<file path="src/rtl/pim_dma_cmd_sched_pkg.sv">
// ---------------------------------------------------------------------------
// pim_dma_pkg
// Shared types for the PIM DMA command scheduler. It holds:
//   - the funct3 opcodes understood by the DMA,
//   - the queued command record,
//   - the scheduler FSM state encoding,
//   - the command legality check applied at push time.
// ---------------------------------------------------------------------------
package pim_dma_pkg;

    // Width of the size field carried in a queued command.
    localparam int PIM_SIZE_W = 13;

    localparam logic [2:0] PIM_WRITE   = 3'b001;
    localparam logic [2:0] PIM_COMPUTE = 3'b010;
    localparam logic [2:0] PIM_LOAD    = 3'b100;

    typedef struct packed {
        logic [2:0]            funct3;
        logic [3:0]            sel_pim;
        logic [PIM_SIZE_W-1:0] size;
        logic [31:0]           addr;
    } pim_cmd_t;

    typedef enum logic [1:0] {
        IDLE      = 2'd0,
        ISSUE     = 2'd1,
        WAIT_BUSY = 2'd2,
        WAIT_DONE = 2'd3
    } sched_state_e;

    // A command is storable only with a known opcode and a non-zero size.
    function automatic logic cmd_is_legal(input logic [2:0] funct3,
                                          input logic       size_nonzero);
        return ((funct3 == PIM_WRITE) || (funct3 == PIM_COMPUTE) ||
                (funct3 == PIM_LOAD)) && size_nonzero;
    endfunction

endpackage

</file>
<file path="src/rtl/pim_dma_cmd_sched_fifo.sv">
// ---------------------------------------------------------------------------
// pim_cmd_fifo
// In-order circular queue of pim_cmd_t entries. Pointers carry one extra MSB
// so that full and empty are distinguished without a separate flag.
//
// Ports:
//   i_clk, i_rst_n   clock, asynchronous active-low reset
//   i_push, i_data   write request and entry (ignored while full or flushing)
//   i_pop            drop the head entry (ignored while empty or flushing)
//   i_flush          empty the queue; wins over push and pop
//   o_head           entry at the read pointer
//   o_full, o_empty  occupancy flags
//   o_count          registered number of stored entries
// ---------------------------------------------------------------------------
module pim_cmd_fifo
    import pim_dma_pkg::*;
#(
    parameter int DEPTH = 4,
    parameter int CNT_W = $clog2(DEPTH) + 1
) (
    input  logic             i_clk,
    input  logic             i_rst_n,
    input  logic             i_push,
    input  pim_cmd_t         i_data,
    input  logic             i_pop,
    input  logic             i_flush,
    output pim_cmd_t         o_head,
    output logic             o_full,
    output logic             o_empty,
    output logic [CNT_W-1:0] o_count
);

    localparam int AW = $clog2(DEPTH);

    logic [AW:0]      wr_ptr;
    logic [AW:0]      rd_ptr;
    logic [CNT_W-1:0] count_q;
    pim_cmd_t         mem [DEPTH];
    logic             push_ok;
    logic             pop_ok;

    assign o_empty = (wr_ptr == rd_ptr);
    // Same slot but different wrap bit means the writer has lapped the reader.
    assign o_full  = (wr_ptr[AW] != rd_ptr[AW]) &&
                     (wr_ptr[AW-1:0] == rd_ptr[AW-1:0]);
    assign o_head  = mem[rd_ptr[AW-1:0]];
    assign o_count = count_q;

    assign push_ok = i_push && !o_full  && !i_flush;
    assign pop_ok  = i_pop  && !o_empty && !i_flush;

    always_ff @(posedge i_clk or negedge i_rst_n) begin
        if (!i_rst_n) begin
            wr_ptr  <= '0;
            rd_ptr  <= '0;
            count_q <= '0;
        end else if (i_flush) begin
            wr_ptr  <= '0;
            rd_ptr  <= '0;
            count_q <= '0;
        end else begin
            if (push_ok) wr_ptr <= wr_ptr + 1'b1;
            if (pop_ok)  rd_ptr <= rd_ptr + 1'b1;
            case ({push_ok, pop_ok})
                2'b10:   count_q <= count_q + 1'b1;
                2'b01:   count_q <= count_q - 1'b1;
                default: count_q <= count_q;
            endcase
        end
    end

    // Payload storage carries no reset; only the pointers define validity.
    always_ff @(posedge i_clk) begin
        if (push_ok) mem[wr_ptr[AW-1:0]] <= i_data;
    end

endmodule

</file>
<file path="src/rtl/pim_dma_cmd_sched.sv">
// ---------------------------------------------------------------------------
// pim_dma_cmd_sched
// Queues PIM commands from the core and issues them one at a time to the
// DMA. Each issue is a one-cycle enable pulse followed by tracking of the
// DMA busy flag (rise, then fall) before the next command may start.
//
// Ports:
//   i_clk, i_rst_n              clock, asynchronous active-low reset
//   i_cmd_valid / o_cmd_ready   core command handshake
//   i_cmd_funct3/sel_pim/size/addr  command fields
//   i_flush                     drop all queued, not yet issued commands
//   o_dma_en                    one-cycle DMA start pulse
//   o_dma_funct3/sel_pim/size/addr  operands, stable from issue to next issue
//   i_dma_busy                  DMA busy status
//   o_cmd_done                  pulse after an issued command completes
//   o_err_illegal               pulse the cycle after an illegal command
//   o_queue_count               registered queue occupancy
//   o_sched_busy                queue non-empty or transfer in progress
// ---------------------------------------------------------------------------
module pim_dma_cmd_sched
    import pim_dma_pkg::*;
#(
    parameter int DEPTH  = 4,
    // Must match PIM_SIZE_W, the size field width of pim_cmd_t.
    parameter int SIZE_W = PIM_SIZE_W,
    parameter int CNT_W  = $clog2(DEPTH) + 1
) (
    input  logic              i_clk,
    input  logic              i_rst_n,
    input  logic              i_cmd_valid,
    output logic              o_cmd_ready,
    input  logic [2:0]        i_cmd_funct3,
    input  logic [3:0]        i_cmd_sel_pim,
    input  logic [SIZE_W-1:0] i_cmd_size,
    input  logic [31:0]       i_cmd_addr,
    input  logic              i_flush,
    output logic              o_dma_en,
    output logic [2:0]        o_dma_funct3,
    output logic [3:0]        o_dma_sel_pim,
    output logic [SIZE_W-1:0] o_dma_size,
    output logic [31:0]       o_dma_addr,
    input  logic              i_dma_busy,
    output logic              o_cmd_done,
    output logic              o_err_illegal,
    output logic [CNT_W-1:0]  o_queue_count,
    output logic              o_sched_busy
);

    sched_state_e state_q;
    sched_state_e state_d;

    pim_cmd_t cmd_in;
    pim_cmd_t head;
    pim_cmd_t issue_cmd_p1;
    logic     fifo_full;
    logic     fifo_empty;
    logic     accept;
    logic     legal;
    logic     push;
    logic     pop;
    logic     err_vld_p1;
    logic     done_vld_p1;

    // Acceptance: an illegal command is still consumed, just not stored.
    assign o_cmd_ready = !fifo_full && !i_flush;
    assign accept      = i_cmd_valid && o_cmd_ready;
    assign legal       = cmd_is_legal(i_cmd_funct3, |i_cmd_size);
    assign push        = accept && legal;
    assign pop         = (state_q == ISSUE);

    always_comb begin
        cmd_in         = '0;
        cmd_in.funct3  = i_cmd_funct3;
        cmd_in.sel_pim = i_cmd_sel_pim;
        cmd_in.size    = i_cmd_size;
        cmd_in.addr    = i_cmd_addr;
    end

    pim_cmd_fifo #(
        .DEPTH (DEPTH),
        .CNT_W (CNT_W)
    ) u_fifo (
        .i_clk   (i_clk),
        .i_rst_n (i_rst_n),
        .i_push  (push),
        .i_data  (cmd_in),
        .i_pop   (pop),
        .i_flush (i_flush),
        .o_head  (head),
        .o_full  (fifo_full),
        .o_empty (fifo_empty),
        .o_count (o_queue_count)
    );

    always_comb begin
        state_d = state_q;
        case (state_q)
            IDLE:      if (!fifo_empty && !i_flush) state_d = ISSUE;
            ISSUE:     state_d = WAIT_BUSY;
            WAIT_BUSY: if (i_dma_busy) state_d = WAIT_DONE;
            WAIT_DONE: if (!i_dma_busy) state_d = IDLE;
            default:   state_d = IDLE;
        endcase
    end

    // Stage p1: head is captured on the IDLE->ISSUE transition so the
    // operands are already valid during ISSUE and stay put until the next
    // issue, even if a flush lands in the ISSUE cycle.
    always_ff @(posedge i_clk or negedge i_rst_n) begin
        if (!i_rst_n) begin
            state_q      <= IDLE;
            issue_cmd_p1 <= '0;
            err_vld_p1   <= 1'b0;
            done_vld_p1  <= 1'b0;
        end else begin
            state_q     <= state_d;
            err_vld_p1  <= accept && !legal;
            done_vld_p1 <= (state_q == WAIT_DONE) && !i_dma_busy;
            if ((state_q == IDLE) && (state_d == ISSUE)) begin
                issue_cmd_p1 <= head;
            end
        end
    end

    assign o_dma_en      = (state_q == ISSUE);
    assign o_dma_funct3  = issue_cmd_p1.funct3;
    assign o_dma_sel_pim = issue_cmd_p1.sel_pim;
    assign o_dma_size    = issue_cmd_p1.size;
    assign o_dma_addr    = issue_cmd_p1.addr;
    assign o_cmd_done    = done_vld_p1;
    assign o_err_illegal = err_vld_p1;
    assign o_sched_busy  = !fifo_empty || (state_q != IDLE);

endmodule

</file>
<file path="config.mk">
export PLATFORM = sky130hd
export DESIGN_NAME = pim_dma_cmd_sched
export DESIGN_NICKNAME = d
export VERILOG_FILES = /design/src/rtl/pim_dma_cmd_sched_pkg.sv /design/src/rtl/pim_dma_cmd_sched_fifo.sv /design/src/rtl/pim_dma_cmd_sched.sv
export SDC_FILE = /design/constraint.sdc
export NUM_CORES = 1
export LEC_CHECK = 0
export CORE_MARGIN = 3
export CORE_UTILIZATION = 50
export CTS_CLUSTER_SIZE = 14
export DETAILED_ROUTE_END_ITERATION = 10
export PLACE_DENSITY = 0.75
export SLEW_MARGIN = 20
export SYNTH_ARGS = -nofsm -noshare
export SYNTH_HDL_FRONTEND = slang
export SYNTH_SLANG_ARGS = --single-unit
</file>
<file path="constraint.sdc">
create_clock -name i_clk -period 3.65 [get_ports i_clk]
set_input_delay 0.365 -clock i_clk [delete_from_list [all_inputs] [get_ports i_clk]]
set_output_delay 0.365 -clock i_clk [all_outputs]
set_load 0.02 [all_outputs]
</file>
==> flow_summary.json, run 1 <==
{
  "outcome": "finished with violations",
  "violations": "negative hold slack",
  "post-cts-setup-buffers": 0,
  "io-pin-count": 117,
  "first_iter_violations": 287,
  "synth_nets": 532,
  "multi_input_area_um2": 2330,
  "comb_power_share": 0.172,
  "vias_per_cell": 5.47,
  "final_cell_mix": "208 x edfxtp_1, 115 x clkdlybuf4s50_1, 63 x dfrtp_1, 52 x mux4_2, 33 x mux2_2",
  "clock_path_buffers": 3,
  "relSlewSlack": 0.354,
  "wl_per_cell_um": 22.3,
  "async_flop_share": 0.238,
  "wl_um": 19900,
  "yosys.cell_types.count": 34,
  "synth-seq-area-share": 0.763,
  "cts_tree": "built",
  "skew_ps": 7.74,
  "cap_viol_max_count": 0,
  "place.gp.congestion": 0.709,
  "synthesis.area_um2": 10300,
  "mostFrequentLayoutCell": "edfxtp_1",
  "cp-startpoint": "u_fifo.rd_ptr[0]",
  "crit_arrival_ps": 3200,
  "firstDrtPassIters": 5,
  "diodes": 0,
  "min_period_ps": 3010,
  "finalHoldViolations": 1,
  "ys_warn_count": 0,
  "synth_ff_type": "edfxtp_1",
  "num_rows": 51,
  "rsz0062_at_grt": "false",
  "h-tree-depth": 1,
  "leakage_nw": 4.45,
  "synth_edf_count": 208,
  "path_class": "reg2reg",
  "rr_worst_depth": 5,
  "grt_max_degree": 66,
  "cts_num_sinks": 273,
  "ant_nets": 0,
  "drv_slew": 0,
  "grt_pass1_wl_um": 31000,
  "setup_viol_count_final": 0,
  "pwr-share-clk": 0.363,
  "fillers": 1321,
  "end_kind": "flip-flop",
  "overflow": 0,
  "vias": 4887,
  "path_max_fanout": 30,
  "timing.final.crit_share": 0.825,
  "start_util": 0.520,
  "clk_latency_ps": 520,
  "grt_pass1_vias": 5442,
  "cts_resized": 0,
  "startpoint_type": "flip-flop",
  "dieHeight_um": 150,
  "hold_ws_ps": -2.40,
  "core-area_um2": 19800,
  "layout-drive-gt1-share": 0.262,
  "ys_ff_latch": 273,
  "powerDensity_nw_per_um2": 644,
  "antenna_found_initial": 1,
  "clkSlewWorstSetupHoldPaths_ps": 60,
  "r2r_end": "u_fifo.mem[0][43]",
  "avgSynthCellArea_um2": 22.0,
  "fp.dieW_um": 150,
  "ir_drop_v": 0.000476,
  "synth_cells": 469,
  "reg2reg_slack_ps": 640,
  "cts_buffers": 28,
  "fin_nets": 670,
  "dieArea_um2": 22400,
  "cts_hold_repair.buffers": 0,
  "ff_latch_area_um2": 7880,
  "dpl.hpwl_um": 11700,
  "sw_frac_of_total": 0.238,
  "cp.required_ps": 3840,
  "p_sw_mw": 1.96,
  "min-delay-path-class": "in2async",
  "io_buffer_count": 116,
  "gr-usage-all-layers": 0.181,
  "fmax_ghz": 0.332,
  "syn_to_final_growth_pct": 24.1,
  "root_buffer": "clkbuf_16",
  "p_int_mw": 6.28,
  "r2r-start": "u_fifo.rd_ptr[0]",
  "tightestPinTransition_ps": 967,
  "drc": 0,
  "power_mw": 8.25,
  "pwr-share-seq": 0.465
}
-- logic make-up after synthesis --
kind of cell	after synthesis	synth area share
adder cells (fa/ha/maj)	6	0.00800
AO/OA/AOI/OAI	8	0.00715
multiplexers	110	0.180
flip-flops	273	0.763
XOR/XNOR	9	0.00909
buffers and inverters	27	0.0147
AND/OR/NAND/NOR	36	0.0183
-- power by group through the flow --
| stage | Combinational, mW | Clock, mW | Sequential (mW) |
|---|---|---|---|
| finish | 1.42 | 2.99 | 3.83 |
| global route | 1.50 | 3.19 | 3.87 |
| CTS | 1.44 | 3.05 | 3.84 |
| detailed placement | 1.44 | 0 | 3.90 |
| global placement | 1.41 | 0 | 3.88 |
| floorplan | 0.397 | 0 | 4.16 |
-- metrics by stage --
step           utilization  setup WS (ps)  TNS, ps  std cells  area (µm²)
2_1_floorplan            -           -429   -89170        469       10300
3_3_place_gp         0.595            455        0        842       11800
3_5_place_dp         0.595            452        0        842       11800
4_1_cts              0.645            590        0        894       12800
5_1_grt              0.645            474        0        894       12800
6_report             0.645            638        0        894       12800
-- area by class of cell --
class	count	area share
clock buffers	35	0.0615
repair buffers	128	0.0975
well taps	265	0.0259
multi-input cells	169	0.182
inverters	7	0.00205
clock inverters	17	0.0163
flip-flops and latches	273	0.615
-- state kept, by name, summed over array words and instances (netlist names) --
register and flops:
o_dma_funct3 3, o_dma_size 13, o_dma_sel_pim 4, o_err_illegal 1
o_cmd_done 1, u_fifo.rd_ptr 3, u_fifo.mem 208, o_dma_addr 32
state_q 2, u_fifo.o_count 3, u_fifo.wr_ptr 3
-- worst max-delay path by stage --
stage	end	depth (start not counted)	slack (ps)
detailed placement	u_fifo.mem[0][19]	6	450
global placement	u_fifo.mem[0][14]	6	460
global route	u_fifo.mem[0][22]	5	470
finish	u_fifo.mem[0][43]	5	640
CTS	u_fifo.mem[0][22]	5	590
floorplan	u_fifo.mem[0][0]	6	-430
-- worst max-delay path, cell delays in order (launching register included) --
cell	delay (ps)
dfrtp_4	570
xnor2_2	230
a31oi_2	320
nand4_1	260
nor2_4	790
buf_4	470
-- metal layers --
metal / routed length (µm) / GRT usage / part of all wire
met1: 8610 / 0.254 / 0.43
met2: 9900 / 0.300 / 0.50
met3: 1100 / 0.0373 / 0.055
met4: 333 / 0.0412 / 0.017
met5: 9 / 0 / 0.00045
-- synth_stat cells, drive strengths merged (2+ instances only) --
master,n,area share
edfxtp,208,0.61
inv,7,0.0025
ha,5,0.0061
mux2i,4,0.0039
nor2b,4,0.0024
nand4,2,0.0012
nor2,17,0.0062
mux4,52,0.11
nand2b,2,0.0012
o21ai,2,0.00097
xnor2,5,0.0057
dfrtp,65,0.16
nor4,3,0.0033
a21oi,2,0.00097
clkbuf,6,0.0022
nand2,5,0.0018
buf,14,0.0099
xor2,4,0.0034
mux2,54,0.063
(Power assumes the default switching activity.)
==> inputs of run 2 (changes only) <==
--- a/config.mk
+++ b/config.mk
@@ -6,10 +6,10 @@
 export NUM_CORES = 1
 export LEC_CHECK = 0
 export CORE_MARGIN = 3
-export CORE_UTILIZATION = 50
+export CORE_UTILIZATION = 56
 export CTS_CLUSTER_SIZE = 14
 export DETAILED_ROUTE_END_ITERATION = 10
-export PLACE_DENSITY = 0.75
+export PLACE_DENSITY = 0.8
 export SLEW_MARGIN = 20
 export SYNTH_ARGS = -nofsm -noshare
 export SYNTH_HDL_FRONTEND = slang
==> constraint.sdc (replaced) <==
create_clock -name i_clk -period 3.1 [get_ports i_clk]
set_input_delay 0.31 -clock i_clk [delete_from_list [all_inputs] [get_ports i_clk]]
set_output_delay 0.31 -clock i_clk [all_outputs]
set_load 0.02 [all_outputs]
==> run 2 against run 1 <==
Against the previous run: the flow now finishes without violations; first-iteration DRC count grew 2.1%; clock power is 8.7% higher; non-clock buffer count did not move; fmax up 11%; die area decreased by 10%; utilization rose by 6.2 points; critical path depth grew 1; global-route usage increased by 2.5 points; critical endpoint is now u_fifo.mem[3][22]; largest cell class unchanged.
==> flow_summary.json, run 2 (synthesis gave the netlist of run 1 again) <==
{
  "overflow": 0,
  "path_max_fanout": 27,
  "wl_um": 19900,
  "fmax_ghz": 0.369,
  "mostFrequentLayoutCell": "edfxtp_1",
  "cts_num_sinks": 273,
  "firstDrtPassIters": 4,
  "final_cell_mix": "208 x edfxtp_1, 115 x clkdlybuf4s50_1, 63 x dfrtp_1, 52 x mux4_2, 33 x mux2_2",
  "power_mw": 9.46,
  "vias_per_cell": 5.75,
  "h-tree-depth": 1,
  "first_iter_violations": 293,
  "num_rows": 49,
  "layout-drive-gt1-share": 0.254,
  "r2r-start": "u_fifo.rd_ptr[0]",
  "rsz0062_at_grt": "false",
  "gr-usage-all-layers": 0.206,
  "drv_slew": 0,
  "dieArea_um2": 20100,
  "dp_cells": 805,
  "finalHoldViolations": 0,
  "fin_nets": 669,
  "setup_viol_count_final": 0,
  "fp.dieW_um": 142,
  "io_buffer_count": 116,
  "largest_register_ff_count": 208,
  "crit_arrival_ps": 2930,
  "ff_latch_area_um2": 7880,
  "min_period_ps": 2710,
  "cap_viol_max_count": 0,
  "finish.utilization": 0.707,
  "tightestPinTransition_ps": 963,
  "clock_path_buffers": 3,
  "outcome": "complete, no violations",
  "hold_ws_ps": 360,
  "vias": 4936,
  "clkSlewWorstSetupHoldPaths_ps": 60,
  "leakage_nw": 4.42,
  "min-delay-path-class": "in2reg",
  "dpl.hpwl_um": 11800,
  "io-pin-count": 117,
  "rr_worst_depth": 6,
  "dieHeight_um": 142,
  "root_buffer": "clkbuf_16",
  "reg2reg_slack_ps": 390,
  "cts_buffers": 27,
  "post-cts-setup-buffers": 0,
  "skew_ps": 15.0,
  "startpoint_type": "flip-flop",
  "ir_drop_v": 0.000538,
  "end_kind": "flip-flop",
  "powerDensity_nw_per_um2": 742,
  "clk_latency_ps": 530,
  "drc": 0,
  "worstSetupEndpoint": "u_fifo.mem[3][22]",
  "cts_tree": "built",
  "stdcell_count": 858,
  "grt_pass1_vias": 5390,
  "grt_max_degree": 66,
  "place_ws_ps": 125,
  "timing.final.crit_share": 0.873,
  "syn_to_final_growth_pct": 23.5,
  "r2r_end": "u_fifo.mem[3][22]",
  "wl_per_cell_um": 23.2,
  "start_util": 0.573,
  "relSlewSlack": 0.356,
  "cp.required_ps": 3320,
  "fillers": 1097,
  "antenna_found_initial": 0,
  "place.gp.congestion": 0.736,
  "setup_slack_ps": 393,
  "path_class": "reg2reg",
  "core-area_um2": 18000,
  "multi_input_area_um2": 2330,
  "grt_pass1_wl_um": 31300,
  "cp-startpoint": "u_fifo.rd_ptr[0]",
  "ant_nets": 0,
  "cts_resized": 0
}
[run 2: area by class of cell]
type	count	area share
Tap cell	229	0.0225
Clock inverter	15	0.0136
Multi-Input combinational cell	169	0.182
Inverter	7	0.00206
Sequential cell	273	0.618
Timing Repair Buffer	128	0.104
Clock buffer	35	0.0569
Antenna cell	2	0.000393
[run 2: timing repair]
action | 4_1_cts | 5_1_grt
endpoints found under the hold margin | 65 | 0
endpoints found under the setup margin | 0 | 0
hold buffers | 1 | 0
[run 2: critical path: stages, from the launching register on]
cell and delay (ps):
dfrtp_4 490, xnor2_2 200, a31oi_2 300, nand4_1 190, buf_12 190, nor2_4 730, buf_12 280
[run 2: report_power, final]
| part | switching, mW | total [mW] | leakage, nW | internal [mW] |
|---|---|---|---|---|
| registers | 0.216 | 4.51 | 2.72 | 4.30 |
| clock network | 1.27 | 3.25 | 0.445 | 1.98 |
| logic | 0.793 | 1.70 | 1.26 | 0.905 |
[run 2: stage by stage]
stage	instance area, µm²	setup TNS [ps]
floorplan	10300	-24640
global placement	11800	0
detailed placement	11800	0
CTS	12700	0
global route	12700	0
finish	12700	0
[run 2: worst min path at each step]
stage / start / to / slack (ps) / cells past startpoint
after global placement: o_dma_addr[19] / o_dma_addr[19] / 470 / 1
after CTS: i_cmd_valid / o_err_illegal / 330 / 3
final: i_cmd_valid / o_err_illegal / 360 / 3
after global routing: i_cmd_valid / o_err_illegal / 350 / 3
after detailed placement: o_dma_addr[19] / o_dma_addr[19] / 480 / 1
after floorplan: i_rst_n / o_cmd_done / 10 / 0
[run 2: routing by layer]
metal / global-route usage / share of wire / routed length [µm] / up-vias
met1: 0.288 / 0.40 / 7940 / 2581
met3: 0.0506 / 0.080 / 1600 / 27
met4: 0.0500 / 0.013 / 257 / 0
met2: 0.335 / 0.51 / 10100 / 172
met5: 0 / 0 / 0 / -
li1: - / - / - / 2156
